===== src/rtl/keypad_scan_if.sv =====
// Key-pad conditioner bus: raw key lines in, encoded key code plus press strobe out.
// master = the conditioner, slave = the downstream code-entry matcher / key source.
interface keypad_scan_if;
  logic [15:0] KEYS;
  logic [3:0]  BUTTON;
  logic        BPRESS;
  logic        BUSY;

  modport master (
    input  KEYS,
    output BUTTON,
    output BPRESS,
    output BUSY
  );

  modport slave (
    output KEYS,
    input  BUTTON,
    input  BPRESS,
    input  BUSY
  );
endinterface


===== src/rtl/keypad_scan.sv =====
// Synchronises, debounces and encodes the 16-key pad into one BPRESS strobe per press.
// Optional auto-repeat while a key is held is enabled by defining KEYPAD_AUTOREPEAT_EN.
module keypad_scan #(
  parameter int DB_CYCLES     = 1000,
  parameter int CNT_W         = 20,
  parameter int REPEAT_DELAY  = 500000,
  parameter int REPEAT_PERIOD = 100000
) (
  input logic           CLK,
  input logic           RST,
  keypad_scan_if.master kp
);

  typedef enum logic [1:0] {
    IDLE          = 2'd0,
    DEBOUNCE_DOWN = 2'd1,
    HELD          = 2'd2,
    DEBOUNCE_UP   = 2'd3
  } state_t;

  localparam logic [CNT_W-1:0] DB_LAST  = CNT_W'(DB_CYCLES - 1);
  localparam logic [CNT_W-1:0] CNT_ZERO = {CNT_W{1'b0}};

  // Lowest set bit wins when several keys are down together.
  function automatic logic [3:0] lowest_idx(input logic [15:0] v);
    logic [3:0] idx;
    idx = 4'd0;
    for (int i = 15; i >= 0; i--) begin
      idx = v[i] ? 4'(i) : idx;
    end
    return idx;
  endfunction

  logic [15:0]      s1_q, s1_d;
  logic [15:0]      s2_q, s2_d;
  logic [15:0]      snap_q, snap_d;
  logic [CNT_W-1:0] cnt_q, cnt_d;
  state_t           state_q, state_d;
  logic [3:0]       button_q, button_d;
  logic             bpress_q, bpress_d;

`ifdef KEYPAD_AUTOREPEAT_EN
  localparam int HOLD_W = $clog2(REPEAT_DELAY + 1);
  localparam logic [HOLD_W-1:0] HOLD_ZERO  = {HOLD_W{1'b0}};
  localparam logic [HOLD_W-1:0] HOLD_FIRE  = HOLD_W'(REPEAT_DELAY - 1);
  // Re-arming here makes the next fire land exactly REPEAT_PERIOD cycles later.
  localparam logic [HOLD_W-1:0] HOLD_REARM = HOLD_W'(REPEAT_DELAY - REPEAT_PERIOD);
  logic [HOLD_W-1:0] hold_q, hold_d;
`else
  logic unused_repeat_cfg;
  assign unused_repeat_cfg = ^{32'(REPEAT_DELAY), 32'(REPEAT_PERIOD)};
`endif

  // Next-state, counter and output strobe logic.
  always_comb begin
    s1_d     = kp.KEYS;
    s2_d     = s1_q;
    snap_d   = snap_q;
    cnt_d    = cnt_q;
    state_d  = state_q;
    button_d = button_q;
    bpress_d = 1'b0;
`ifdef KEYPAD_AUTOREPEAT_EN
    hold_d   = hold_q;
`endif
    case (state_q)
      IDLE: begin
        if (s2_q != 16'h0000) begin
          snap_d  = s2_q;
          cnt_d   = CNT_ZERO;
          state_d = DEBOUNCE_DOWN;
        end else begin
          state_d = IDLE;
        end
      end
      DEBOUNCE_DOWN: begin
        if (s2_q == 16'h0000) begin
          cnt_d   = CNT_ZERO;
          state_d = IDLE;
        end else if (s2_q != snap_q) begin
          snap_d = s2_q;
          cnt_d  = CNT_ZERO;
        end else if (cnt_q == DB_LAST) begin
          button_d = lowest_idx(snap_q);
          bpress_d = 1'b1;
          cnt_d    = CNT_ZERO;
          state_d  = HELD;
`ifdef KEYPAD_AUTOREPEAT_EN
          hold_d   = HOLD_ZERO;
`endif
        end else begin
          cnt_d = cnt_q + CNT_W'(1);
        end
      end
      HELD: begin
        if (s2_q == 16'h0000) begin
          cnt_d   = CNT_ZERO;
          state_d = DEBOUNCE_UP;
        end else begin
          state_d = HELD;
`ifdef KEYPAD_AUTOREPEAT_EN
          if (hold_q == HOLD_FIRE) begin
            bpress_d = 1'b1;
            hold_d   = HOLD_REARM;
          end else begin
            hold_d = hold_q + HOLD_W'(1);
          end
`endif
        end
      end
      DEBOUNCE_UP: begin
        if (s2_q != 16'h0000) begin
          cnt_d   = CNT_ZERO;
          state_d = HELD;
`ifdef KEYPAD_AUTOREPEAT_EN
          hold_d  = HOLD_ZERO;
`endif
        end else if (cnt_q == DB_LAST) begin
          cnt_d   = CNT_ZERO;
          state_d = IDLE;
        end else begin
          cnt_d = cnt_q + CNT_W'(1);
        end
      end
      default: begin
        cnt_d   = CNT_ZERO;
        state_d = DEBOUNCE_UP;
      end
    endcase
  end

  // State and output registers; reset lands in DEBOUNCE_UP so a key held through reset never strobes.
  always_ff @(posedge CLK) begin
    if (RST) begin
      s1_q     <= 16'h0000;
      s2_q     <= 16'h0000;
      snap_q   <= 16'h0000;
      cnt_q    <= CNT_ZERO;
      state_q  <= DEBOUNCE_UP;
      button_q <= 4'h0;
      bpress_q <= 1'b0;
`ifdef KEYPAD_AUTOREPEAT_EN
      hold_q   <= HOLD_ZERO;
`endif
    end else begin
      s1_q     <= s1_d;
      s2_q     <= s2_d;
      snap_q   <= snap_d;
      cnt_q    <= cnt_d;
      state_q  <= state_d;
      button_q <= button_d;
      bpress_q <= bpress_d;
`ifdef KEYPAD_AUTOREPEAT_EN
      hold_q   <= hold_d;
`endif
    end
  end

  assign kp.BUTTON = button_q;
  assign kp.BPRESS = bpress_q;
  assign kp.BUSY   = (state_q != IDLE);

endmodule


===== src/flat_wrapper.sv =====
// flat-port wrapper written by rule: the top's interface ports become plain ports
module keypad_scan_flat 
#(
  parameter int DB_CYCLES     = 1000,
  parameter int CNT_W         = 20,
  parameter int REPEAT_DELAY  = 500000,
  parameter int REPEAT_PERIOD = 100000
)
  (CLK, RST, kp_KEYS, kp_BUTTON, kp_BPRESS, kp_BUSY);
  keypad_scan_if kp_i ();
  input logic CLK;
  input logic RST;
  input wire logic [$bits(kp_i.KEYS)-1:0] kp_KEYS;
  output wire logic [$bits(kp_i.BUTTON)-1:0] kp_BUTTON;
  output wire logic [$bits(kp_i.BPRESS)-1:0] kp_BPRESS;
  output wire logic [$bits(kp_i.BUSY)-1:0] kp_BUSY;
  assign kp_i.KEYS = kp_KEYS;
  assign kp_BUTTON = kp_i.BUTTON;
  assign kp_BPRESS = kp_i.BPRESS;
  assign kp_BUSY = kp_i.BUSY;
  keypad_scan #(.DB_CYCLES(DB_CYCLES), .CNT_W(CNT_W), .REPEAT_DELAY(REPEAT_DELAY), .REPEAT_PERIOD(REPEAT_PERIOD)) u_core (.CLK(CLK), .RST(RST), .kp(kp_i));
endmodule

===== config.mk =====
export PLATFORM = sky130hd
export DESIGN_NAME = keypad_scan_flat
export DESIGN_NICKNAME = d
export VERILOG_FILES = /design/src/rtl/keypad_scan_if.sv /design/src/rtl/keypad_scan.sv /design/src/flat_wrapper.sv
export SDC_FILE = /design/constraint.sdc
export NUM_CORES = 1
export LEC_CHECK = 0
export ABC_AREA = 1
export CORE_MARGIN = 2
export CORE_UTILIZATION = 30
export DETAILED_ROUTE_END_ITERATION = 10
export PLACE_DENSITY = 0.57
export SKIP_CTS_REPAIR_TIMING = 1
export SLEW_MARGIN = 20
export SYNTH_ARGS = -nofsm -noshare
export SYNTH_HDL_FRONTEND = slang
export SYNTH_SLANG_ARGS = --single-unit

===== constraint.sdc =====
create_clock -name CLK -period 2 [get_ports CLK]
set_clock_uncertainty 0.1 [all_clocks]
set_input_delay 0.4 -clock CLK [delete_from_list [all_inputs] [get_ports CLK]]
set_output_delay 0.4 -clock CLK [all_outputs]
set_load 0.01 [all_outputs]

==> metrics.md <==
| Metric | Value |
|---|---|
| Status | complete, no violations |
| Port Buffers | 23 |
| Crit path time final | about 2.0 ns |
| Largest net degree at the start of global routing | 41 |
| Final instance area | 0.00437 mm² |
| Power per cell area | a little under 1000 mW/mm² |
| Post-DP HPWL | about 5200 µm |
| Hold WC Path Type | reg -> reg |
| Post-synthesis cell count | 473 |
| Io pins | 24 |
| Final WS setup | roughly 0.037 ns |
| Syn Std Cell Area | approximately 0.0034 mm² |
| Worst Hold Path EP | u_core.s2_q[0] |
| Via count | 2,995 |
| Main flop type after synthesis | dfxtp_1 |
| Top cells by area, synth | dfxtp_1 (44%), nand2_1 (9.1%), inv_1 (7.9%) |
| RSZ-0062 raised after global routing | true |
| YS warnings | 0 |
| Critical path arrival | roughly 2.1 ns |
| Register-to-register setup slack | 0.04 ns |
| Antenna violations before repair | 0 |
| Worst Reg-to-Reg Cells | 13 |
| Placement Cell Area | around 0.0039 mm² |
| Clock transition at path regs | about 0.060 ns |
| Hold path cells | 2 |
| Endpoints failing setup | 0 |
| Synth Area per Inst | roughly 7.3 µm² |
| Ratio of cells with drive above 1 in the final layout | 16.1% |
| CTS max path bufs | 2 |
| Final hold vios | 0 |
| Via density | 4.54 |
| Area Overhead vs Synth | 27.2% |
| CTS tree | done |
| Slew HR | approximately 63% |
| Site row count | 39 |
| Least-Margin Pin Slew | 0.547 ns |
| GPL Wtd Cong | 0.858 |
| CP Capture Type | register |
| Distinct cell type count after synthesis | 40 |
| Post-synth top area share | between 40% and 50% |
| Startpoint Class | register |
| Syn Nets | 492 |
| Detailed router's first-iteration violation count | between 90 and 100 |
| First-pass GRT wire length | 12,500 µm |
| First-pass iteration count of the detailed router | 4 |
| Vias in the first global route | 2,794 |
| Remaining Overflow, GRT | 0 |
| Crit path kind | reg -> reg |
| Sequential share of the synthesized area | a little over two fifths |
| CTS Sinks | between 70 and 80 |
| Drt wl/cell | about 11 µm |
| Clock Tree Root | clkbuf_16 |
| Drt drc | 0 |
| Inserted Diodes | 0 |
| Max Cap Viol | 0 |
| FF-to-FF End | u_core.cnt_q[16] |
| Worst EP required | ~2.2 ns |
| Full die area | ~0.012 mm² |
| Dominant cell type by area after synthesis | dfxtp_1 |
| Starting Density | 30.5% |
| Worst skew pair latency | 0.33 ns |
| Post-place setup slack | approximately 0.028 ns |
| Final max-slew violation count | 0 |
| Ys async rst share | 0% |
| Min-delay src | u_core.s1_q[0] |
| Layout Nets | about 530 |
| Num CTS Buffers | 9 |
| Core region area | around 0.011 mm² |
| Peak VDD IR | ~450 µV |
| Total Wirelength | just over 7000 µm |
| P_leak | 1.86 nW |
| Max FO, Critical Path | 3 |
| Depth of the CTS H-tree | 3 |
| Worst R2R Start | u_core.cnt_q[0] |
| Die Span Y | 111 µm |
| GR Util All Layers | between 10 and 15% |
| Post-synth EDFFs | 0 |
| Final period utilization | between 90% and 100% |
| Synthesized flop and latch total | 75 |
| Die width | approximately 110 µm |
| DRT antenna net count | 0 |
| FMAX | 509 MHz |
-- cell usage after synthesis (2+ instances only) --
cell,count
xor2_1,4
nor3_1,6
nand4_1,9
buf_6,2
o21ai_1,21
clkbuf_1,8
xnor2_1,13
buf_4,2
dfxtp_1,75
nand2_2,8
buf_2,2
and2_1,2
nor2_2,4
nor2_1,58
or2_2,3
nand3_1,22
nand2_1,83
nor4_1,5
nand3_2,5
inv_1,72
o21ai_0,14
a21oi_1,32
inv_2,6
-- layout make-up --
cell class / count / area [µm²]
inverter: 79 / 302
tap: 143 / 179
fill: 1141 / 6900
timing repair buffer: 43 / 420
sequential: 75 / 1510
multi-input combinational: 305 / 1640
clock inverter: 6 / 95.1
clock buffer: 9 / 225
-- kinds of logic after synthesis --
family / Yosys count / synth area share [%]
and+or+nand+nor: 214 / 29.5
buffers and inverters: 93 / 10.9
DFF: 75 / 43.7
AOI/OAI and AO/OA: 73 / 11.1
xor gates and xnor gates: 17 / 4.34
adders and majority gates: 1 / 0.364
-- power breakdown --
| group | internal (W) | total (W) | switching [W] |
|---|---|---|---|
| logic | 0.000331 | 0.000812 | 0.000481 |
| registers | 0.00160 | 0.00169 | 0.0000907 |
| clock network | 0.00110 | 0.00175 | 0.000652 |
-- registers in the layout (all words and copies together) (netlist names), named ones only --
signal,flops
u_core.cnt_q,20
u_core.kp.BPRESS,1
u_core.kp.BUTTON,4
u_core.s1_q,16
u_core.s2_q,16
u_core.snap_q,16
u_core.state_q,1
-- routing by layer --
layer,wire [µm],global-route usage (%),vias to the layer above
met1,3300,14.0,1350
met3,212,3.12,16
met2,3590,22.0,43
met5,0,0,-
li1,-,-,1586
met4,128,5.00,0
-- layout by cell type, fill, tap and decap left out, types with 13 or more instances in the layout --
| cell | n |
|---|---|
| dfxtp_1 | 70 |
| xnor2_1 | 13 |
| o21ai_1 | 19 |
| a21oi_1 | 32 |
| nand3_1 | 21 |
| nor2_1 | 57 |
| clkdlybuf4s50_1 | 22 |
| nand2_1 | 80 |
| inv_1 | 71 |
| o21ai_0 | 14 |
| buf_4 | 17 |
-- through the flow --
step	power, W	util (%)	instances	hold WS (ns)	TNS [ns]
after global routing	0.00451	38.8	660	0.318	-0.478
after global placement	0.00251	34.5	636	0.291	0
after floorplan	0.00231	-	473	0.288	0
after detailed placement	0.00252	34.5	636	0.293	0
after CTS	0.00429	37.3	651	0.302	-0.0914
final	0.00426	38.8	660	0.302	0
-- worst max-delay path: stages, from the launching register on --
cell,delay [ns]
dfxtp_4,0.36
ha_4,0.14
nand2_4,0.06
nor2_4,0.12
nand3_2,0.11
nor2_4,0.13
nand2_2,0.09
nor2_4,0.14
nand2_4,0.06
nor3_4,0.19
nand2_2,0.10
nor2_2,0.12
o21ai_2,0.06
a21oi_2,0.10
-- how the worst max path moves through the flow --
stage	slack, ns	depth (start not counted)	to	startpoint
floorplan	0.17	12	u_core.cnt_q[16]	u_core.cnt_q[0]
global placement	0.04	11	u_core.cnt_q[19]	u_core.s2_q[15]
detailed placement	0.03	13	u_core.cnt_q[16]	u_core.cnt_q[0]
CTS	-0.09	3	kp_BUSY	u_core.state_q[0]
global route	-0.16	11	u_core.cnt_q[17]	u_core.cnt_q[0]
finish	0.04	13	u_core.cnt_q[16]	u_core.cnt_q[0]
No activity file was read; power rests on OpenSTA's default activity.
